[config.mk]
export PLATFORM = sky130hd
export DESIGN_NAME = inst_mem_loader
export DESIGN_NICKNAME = d
export VERILOG_FILES = /design/src/rtl/inst_mem_loader.sv
export SDC_FILE = /design/constraint.sdc
export NUM_CORES = 1
export LEC_CHECK = 0
export CAP_MARGIN = 20
export CORE_MARGIN = 1.5
export CORE_UTILIZATION = 40
export CTS_CLUSTER_DIAMETER = 200
export CTS_CLUSTER_SIZE = 10
export DETAILED_ROUTE_END_ITERATION = 8
export DONT_BUFFER_PORTS = 1
export PLACE_DENSITY = 0.56
export SYNTH_ARGS = -nofsm -noshare
export SYNTH_HDL_FRONTEND = slang
export SYNTH_SLANG_ARGS = --single-unit
[constraint.sdc]
create_clock -name clk -period 3.3 [get_ports clk]
set_input_delay 0.495 -clock clk [delete_from_list [all_inputs] [get_ports clk]]
set_output_delay 0.495 -clock clk [all_outputs]
set_load 0.01 [all_outputs]
[src/rtl/inst_mem_loader.sv]
// Byte-stream loader for the 64x32 instruction memory: packs big-endian bytes into
// words, writes them from address 0 upward and stalls the CPU until the image is in.
module inst_mem_loader #(
    parameter int ADDR_W = 6,
    parameter int DEPTH  = 64
) (
    input  logic              clk,
    input  logic              rst_n,
    input  logic              start,
    input  logic [7:0]        byte_in,
    input  logic              byte_valid,
    input  logic              byte_last,
    output logic              byte_ready,
    output logic              mem_we,
    output logic [ADDR_W-1:0] mem_wa,
    output logic [31:0]       mem_wd,
    output logic              cpu_hold,
    output logic              busy,
    output logic              done,
    output logic              error,
    output logic [ADDR_W:0]   word_count
);

    // Handshake: a byte transfers on a rising edge where byte_valid and byte_ready
    // are both 1; byte_ready depends only on state, never on the byte inputs.
    typedef enum logic [1:0] {
        IDLE  = 2'd0,
        LOAD  = 2'd1,
        WRITE = 2'd2,
        DONE  = 2'd3
    } state_t;

    localparam logic [ADDR_W:0] FULL_COUNT = (ADDR_W+1)'(DEPTH);
    localparam logic [ADDR_W:0] ONE_COUNT  = {{ADDR_W{1'b0}}, 1'b1};

    state_t            state, state_nx;
    logic [1:0]        byte_idx, byte_idx_nx;
    logic [31:0]       asm_word, asm_word_nx;
    logic              last_seen, last_seen_nx;
    logic              mem_we_nx;
    logic [ADDR_W-1:0] mem_wa_nx;
    logic [31:0]       mem_wd_nx;
    logic              cpu_hold_nx;
    logic              busy_nx;
    logic              done_nx;
    logic              error_nx;
    logic [ADDR_W:0]   word_count_nx;
    logic [31:0]       placed;
    logic              accept;

    assign byte_ready = (state == LOAD);
    assign accept     = byte_valid && byte_ready;

    // Lower bytes of asm_word are already zero, which gives the zero fill on a short tail.
    always_comb begin
        placed = asm_word;
        case (byte_idx)
            2'd0:    placed = {byte_in, 24'h000000};
            2'd1:    placed = {asm_word[31:24], byte_in, 16'h0000};
            2'd2:    placed = {asm_word[31:16], byte_in, 8'h00};
            default: placed = {asm_word[31:8], byte_in};
        endcase
    end

    always_comb begin
        state_nx      = state;
        byte_idx_nx   = byte_idx;
        asm_word_nx   = asm_word;
        last_seen_nx  = last_seen;
        mem_we_nx     = 1'b0;
        mem_wa_nx     = mem_wa;
        mem_wd_nx     = mem_wd;
        cpu_hold_nx   = cpu_hold;
        busy_nx       = busy;
        done_nx       = done;
        error_nx      = error;
        word_count_nx = word_count;

        case (state)
            IDLE, DONE: begin
                if (start) begin
                    state_nx      = LOAD;
                    byte_idx_nx   = 2'd0;
                    asm_word_nx   = 32'h0;
                    last_seen_nx  = 1'b0;
                    word_count_nx = '0;
                    error_nx      = 1'b0;
                    done_nx       = 1'b0;
                    cpu_hold_nx   = 1'b1;
                    busy_nx       = 1'b1;
                end
            end
            LOAD: begin
                if (accept) begin
                    asm_word_nx = placed;
                    if (byte_idx == 2'd3 || byte_last) begin
                        state_nx     = WRITE;
                        last_seen_nx = byte_last;
                        mem_we_nx    = 1'b1;
                        mem_wa_nx    = word_count[ADDR_W-1:0];
                        mem_wd_nx    = placed;
                        if (byte_last && byte_idx != 2'd3) begin
                            error_nx = 1'b1;
                        end
                    end else begin
                        byte_idx_nx = byte_idx + 2'd1;
                    end
                end
            end
            WRITE: begin
                word_count_nx = word_count + ONE_COUNT;
                byte_idx_nx   = 2'd0;
                asm_word_nx   = 32'h0;
                // A full memory ends the load just like an explicit last byte.
                if (last_seen || word_count_nx == FULL_COUNT) begin
                    state_nx    = DONE;
                    done_nx     = 1'b1;
                    cpu_hold_nx = 1'b0;
                    busy_nx     = 1'b0;
                end else begin
                    state_nx = LOAD;
                end
            end
            default: state_nx = IDLE;
        endcase
    end

    always_ff @(posedge clk or negedge rst_n) begin
        if (!rst_n) begin
            state <= IDLE;
        end else begin
            state <= state_nx;
        end
    end

    always_ff @(posedge clk or negedge rst_n) begin
        if (!rst_n) begin
            byte_idx   <= 2'd0;
            asm_word   <= 32'h0;
            last_seen  <= 1'b0;
            mem_we     <= 1'b0;
            mem_wa     <= '0;
            mem_wd     <= 32'h0;
            cpu_hold   <= 1'b0;
            busy       <= 1'b0;
            done       <= 1'b0;
            error      <= 1'b0;
            word_count <= '0;
        end else begin
            byte_idx   <= byte_idx_nx;
            asm_word   <= asm_word_nx;
            last_seen  <= last_seen_nx;
            mem_we     <= mem_we_nx;
            mem_wa     <= mem_wa_nx;
            mem_wd     <= mem_wd_nx;
            cpu_hold   <= cpu_hold_nx;
            busy       <= busy_nx;
            done       <= done_nx;
            error      <= error_nx;
            word_count <= word_count_nx;
        end
    end

endmodule
Word level (Yosys, flattened, before mapping)
Cells that the tools add are included.

Register bits: 86. Bits of input ports: 13. Word-level logic and storage cells: 75.

Add/sub/neg operators: 2. Equality and inequality tests: 14. Multiplexer cells: 31. Reduce and logical (&&, ||, !) cells: 17.

Operators with widths (number): $pmux W32 S3 (2); $mux W32 (2); $mux W2 (7); $pmux W7 S2 (1); $mux W1 (12); $pmux W2 S3 (2); $reduce_and A3 Y1 (4); $eq A2 B2 Y1 const B (4); $ne A2 B2 Y1 const B (4); $pmux W1 S2 (4); $add A7 B1 Y7 const B (1); $eq A7 B7 Y1 const B (1); $mux W7 (1); $ne A2 B1 Y1 const B (3); $reduce_and A5 Y1 (1); $eq A2 B1 Y1 const B (2); $logic_not A2 Y1 (2); $reduce_and A2 Y1 (2); $reduce_and A4 Y1 (1); $reduce_bool A2 Y1 (2); $add A2 B1 Y2 const B (1); $logic_and A1 B1 Y1 (2); $logic_or A1 B1 Y1 (2); $reduce_or A2 Y1 (1).

Depth between registers and ports, before layout
Depth in word-level cells: 6. Mapped depth: 8. Gate-level depth less buffers: 6.

Worst setup path after synthesis
No wires, ideal clock.

Kind: register -> register. Start: register state[0]. End: register asm_word[18]. Arrival time: 1719 ps. Data required time: 3178 ps. Path slack: 1460 ps. Stages on the path, launching flop included: 9. Path buffers: 2. Cells stage by stage: dfrtp_1 -> inv_1 -> ha_1 -> buf_2 -> and2b_1 -> nor2_2 -> buf_2 -> nand2_1 -> a32o_1.

Longest elaborated chain between the ends: 4. Elaborated cells on any way between the ends: 10. Those cells by class: 5 x eq/ne; 1 x mux; 4 x reduce/logical.

RTL lines: from (decl) (line 36) `state_t state, state_nx;`; from (signal assigned) (line 132) `state <= state_nx;`; $eq A2 B2 Y1, or another cell as far along (line 79) `case (state)`; $reduce_or A2 Y1 / $logic_and A1 B1 Y1 (equally long branches) (line 79, 52); $ne A2 B2 Y1 (no source line) / $ne A2 B1 Y1 (equally long branches); $reduce_and A2 Y1 (no source line); to (signal assigned) (line 151) `asm_word <= asm_word_nx;`; to (decl) (line 38) `logic [31:0] asm_word, asm_word_nx;`.

Several ways; a longest one is shown, not always the timed one. A chain may end at the register's enable or synchronous reset.

Final worst setup path
Start: register state[1]. End: register asm_word[19].

Longest elaborated chain between the ends: 4. Elaborated cells on any way between the ends: 10. Those cells by class: 5 x eq/ne; 1 x mux; 4 x reduce/logical.

RTL lines: $eq A2 B1 Y1 * (line 51) `assign byte_ready = (state == LOAD);`; net byte_ready (line 13) `output logic byte_ready,`; $logic_and A1 B1 Y1 (line 52) `assign accept = byte_valid && byte_ready;`; $ne A2 B1 Y1 (no source line); $reduce_and A2 Y1 (no source line).

Mark *: on every way through the listed nets, which the timed path passes. The rest lies on a longest branch.

==> run_results.csv <==
group,metric,value,unit
synthesis,ys_warn_count,0,
detailed_routing,wl_per_cell,17.78,um
synthesis,yosysMostFrequentCell,"dfrtp_1",
flow_run,cap_violations,0,
synthesis,synth_top_cell_by_area,"dfrtp_1",
synthesis,synth_edf_count,0,
floorplanning,die_h,99.08,um
synthesis,syn_inst,376,
global_routing,grtUsageTotal,0.1849,
synthesis,netlist.area_leader.share,0.5286,
final_layout,drive_gt1_frac,0.1102,
pwr,powerDensity,866.9,nW/um^2
cts,clockBufferDepth,2,
sta,whs,0.01368,ns
synthesis,ys_top_cells_by_count,"dfrtp_1, nand2_1, o21ai_0, a22oi_1, clkbuf_1",
sta,fin_tns_setup,0,ns
sta,skew,0.01194,ns
worst_hold_path,min_path_type,"in -> async",
synthesis,avgSynthCellArea,9.820,um^2
detailed_routing,drt_iter0_markers,147,
place,gp_congestion,0.7847,
global_routing,grt_max_degree,79,
floorplanning,die_area,9816,um^2
detailed_routing,drt_pass1_iterations,5,
detailed_routing,drc,0,
outcome,status,"completed",
place,io_buffers,0,
cts,clock_sinks,78,
sta,finalMaxSlewViolations,0,
critical_path,worst_setup_path_start_kind,"flop",
synthesis,synth_fp_nets,397,
final_layout,n_antenna_cell,0,
critical_path,crit_type,"reg -> reg",
sta,min_period,2.469,ns
synthesis,ys_seq_elements,78,
cts,clockRootBuffer,"clkbuf_8",
cts,htreeDepth,3,
synthesis,synth_area_leaders,"dfrtp_1, o21ai_0, a22oi_1",
critical_path,critPathRequiredTime,3.54,ns
pwr,leakage,1.754,nW
sta,max_freq,405.1,MHz
floorplanning,initial_utilization,0.4173,
final_layout,fillCellCount,858,
synthesis,netlist_area,3692,um^2
synthesis,async_flop_share,1.000,
synthesis,synthFlopType,"dfrtp_1",
sta,finalSetupViolations,0,
floorplanning,rows,34,
detailed_routing,via_per_inst,5.890,
pwr,ir_worst_vdd,0.0005552,V
cts,clock_insertion_delay_worst_skew,0.35,ns
sta,rsz0062_at_grt,"false",
sta,hold_viol_final,0,
cts,cts_made_buffers,9,
sta,tightest_slew,0.9349,ns
detailed_routing,antenna_left,0,
place,place_hpwl,5646,um
critical_path,worst-path-max-fanout,21,
global_routing,overflow,0,
global_routing,antenna_found_initial,0,
global_routing,grt_pass1_wl,14280,um
critical_path,worst_setup_path_end_kind,"flop",
detailed_routing,wirelength,8534,um
floorplanning,die_w,99.08,um
synthesis,yosysSeqAreaShare,0.5286,
sta,period_share,0.7481,
cts,clk_pin_slew,0.09,ns
sta,relSlewSlack,0.3754,
critical_path,worstPathArrival,2.71,ns
place,dp.cells,463,
floorplanning,fp.coreArea,8848,um^2
cts,cts_tree,"yes",
final_layout,syn2layout_area_growth,8.912,%
final_layout,stdcell_count,480,
global_routing,grt_pass1_vias,2710,
final_layout,final_nets,388,
synthesis,synth_cell_type_count,38,
floorplanning,num_io_pins,64,
detailed_routing,vias,2827,
## sequential cells by signal, summed over array words and instances, names as in the netlist
| register | cells |
|---|---|
| done | 1 |
| mem_wd | 32 |
| word_count | 7 |
| error | 1 |
| byte_idx | 2 |
| mem_we | 1 |
| mem_wa | 6 |
| state | 2 |
| busy | 1 |
| asm_word | 24 |
| last_seen | 1 |
## what timing repair did
action,4_1_cts,5_1_grt
hold endpoints to repair,78,0
buffers inserted,0,0
gates resized for setup,0,0
hold buffers,1,0
## through the flow
step	worst slack, ns	total power [W]	area, um^2	utilization
after detailed placement	0.8573	0.002672	3761	0.4251
after global placement	0.9640	0.002642	3761	0.4251
final	0.8313	0.003486	4021	0.4545
after floorplan	1.460	0.002391	3692	-
after CTS	0.8189	0.003519	4021	0.4545
after global routing	0.5610	0.003759	4021	0.4545
## layer usage
| metal | vias up | GRT usage | share of wire |
|---|---|---|---|
| li1 | 1353 | - | - |
| met1 | 1393 | 0.2583 | 0.46 |
| met2 | 70 | 0.2833 | 0.47 |
| met3 | 11 | 0.03830 | 0.053 |
| met4 | 0 | 0.07151 | 0.017 |
| met5 | - | 0 | 0 |
## path summary, 6_finish.rpt
kind,startpoint,to,slack (ns),cells after the start
setup / recovery,state[1]$_DFFE_PN0P_,asm_word[19]$_DFFE_PN0P_,0.83,7
hold / removal,rst_n,mem_wd[3]$_DFFE_PN0P_,0.01,1
setup reg to reg,state[1]$_DFFE_PN0P_,asm_word[19]$_DFFE_PN0P_,0.83,7
hold reg to reg,asm_word[29]$_DFFE_PN0P_,asm_word[29]$_DFFE_PN0P_,0.50,2
max in group asynchronous,rst_n,mem_wa[5]$_DFFE_PN0P_,2.94,1
min in group clk,byte_in[0],mem_wd[0]$_DFFE_PN0P_,0.28,2
## report_power, final
group | leakage, nW | switching, W | internal, W | total (W)
sequential | 1.05 | 0.000287 | 0.00122 | 0.00151
combinational | 0.587 | 0.000761 | 0.000398 | 0.00116
clock | 0.116 | 0.000354 | 0.000467 | 0.000821
total | 1.75 | 0.00140 | 0.00208 | 0.00349
## worst max-delay path, stage by stage (launching register included)
cell,delay [ns]
dfrtp_1,0.41
inv_1,0.09
ha_1,0.49
inv_1,0.44
o21ai_1,0.27
buf_4,0.23
nor2_1,0.11
a32o_1,0.32
## final cells by class
cell class / instances / area [um^2] / share of cell area
sequential: 78 / 1952 / 0.4854
multi-input combinational: 260 / 1588 / 0.3948
clock buffer: 11 / 151.4 / 0.03765
tap: 108 / 135.1 / 0.03360
clock inverter: 5 / 81.33 / 0.02022
timing repair buffer: 7 / 72.57 / 0.01805
inverter: 11 / 41.29 / 0.01027
## cell families after synthesis
logic type,count (synthesis),synth area share
XOR/XNOR,2,0.004745
AO/OA/AOI/OAI,130,0.2304
adder cells (fa/ha/maj),8,0.02711
buffers and inverters,38,0.04270
flip-flops,78,0.5286
multiplexers,11,0.03185
AND/OR/NAND/NOR,109,0.1345
## cell usage in the layout, fill, tap and decap left out, types with 7 or more instances in the layout
cell / netlist / layout
clkbuf_8: 0 / 11
a32oi_1: 10 / 10
nand3_1: 8 / 7
dfrtp_1: 78 / 78
ha_1: 8 / 8
nand2_1: 67 / 67
o21ai_0: 58 / 58
nor2_1: 9 / 9
inv_1: 11 / 11
a22oi_1: 34 / 34
(Power assumes the default switching activity.)
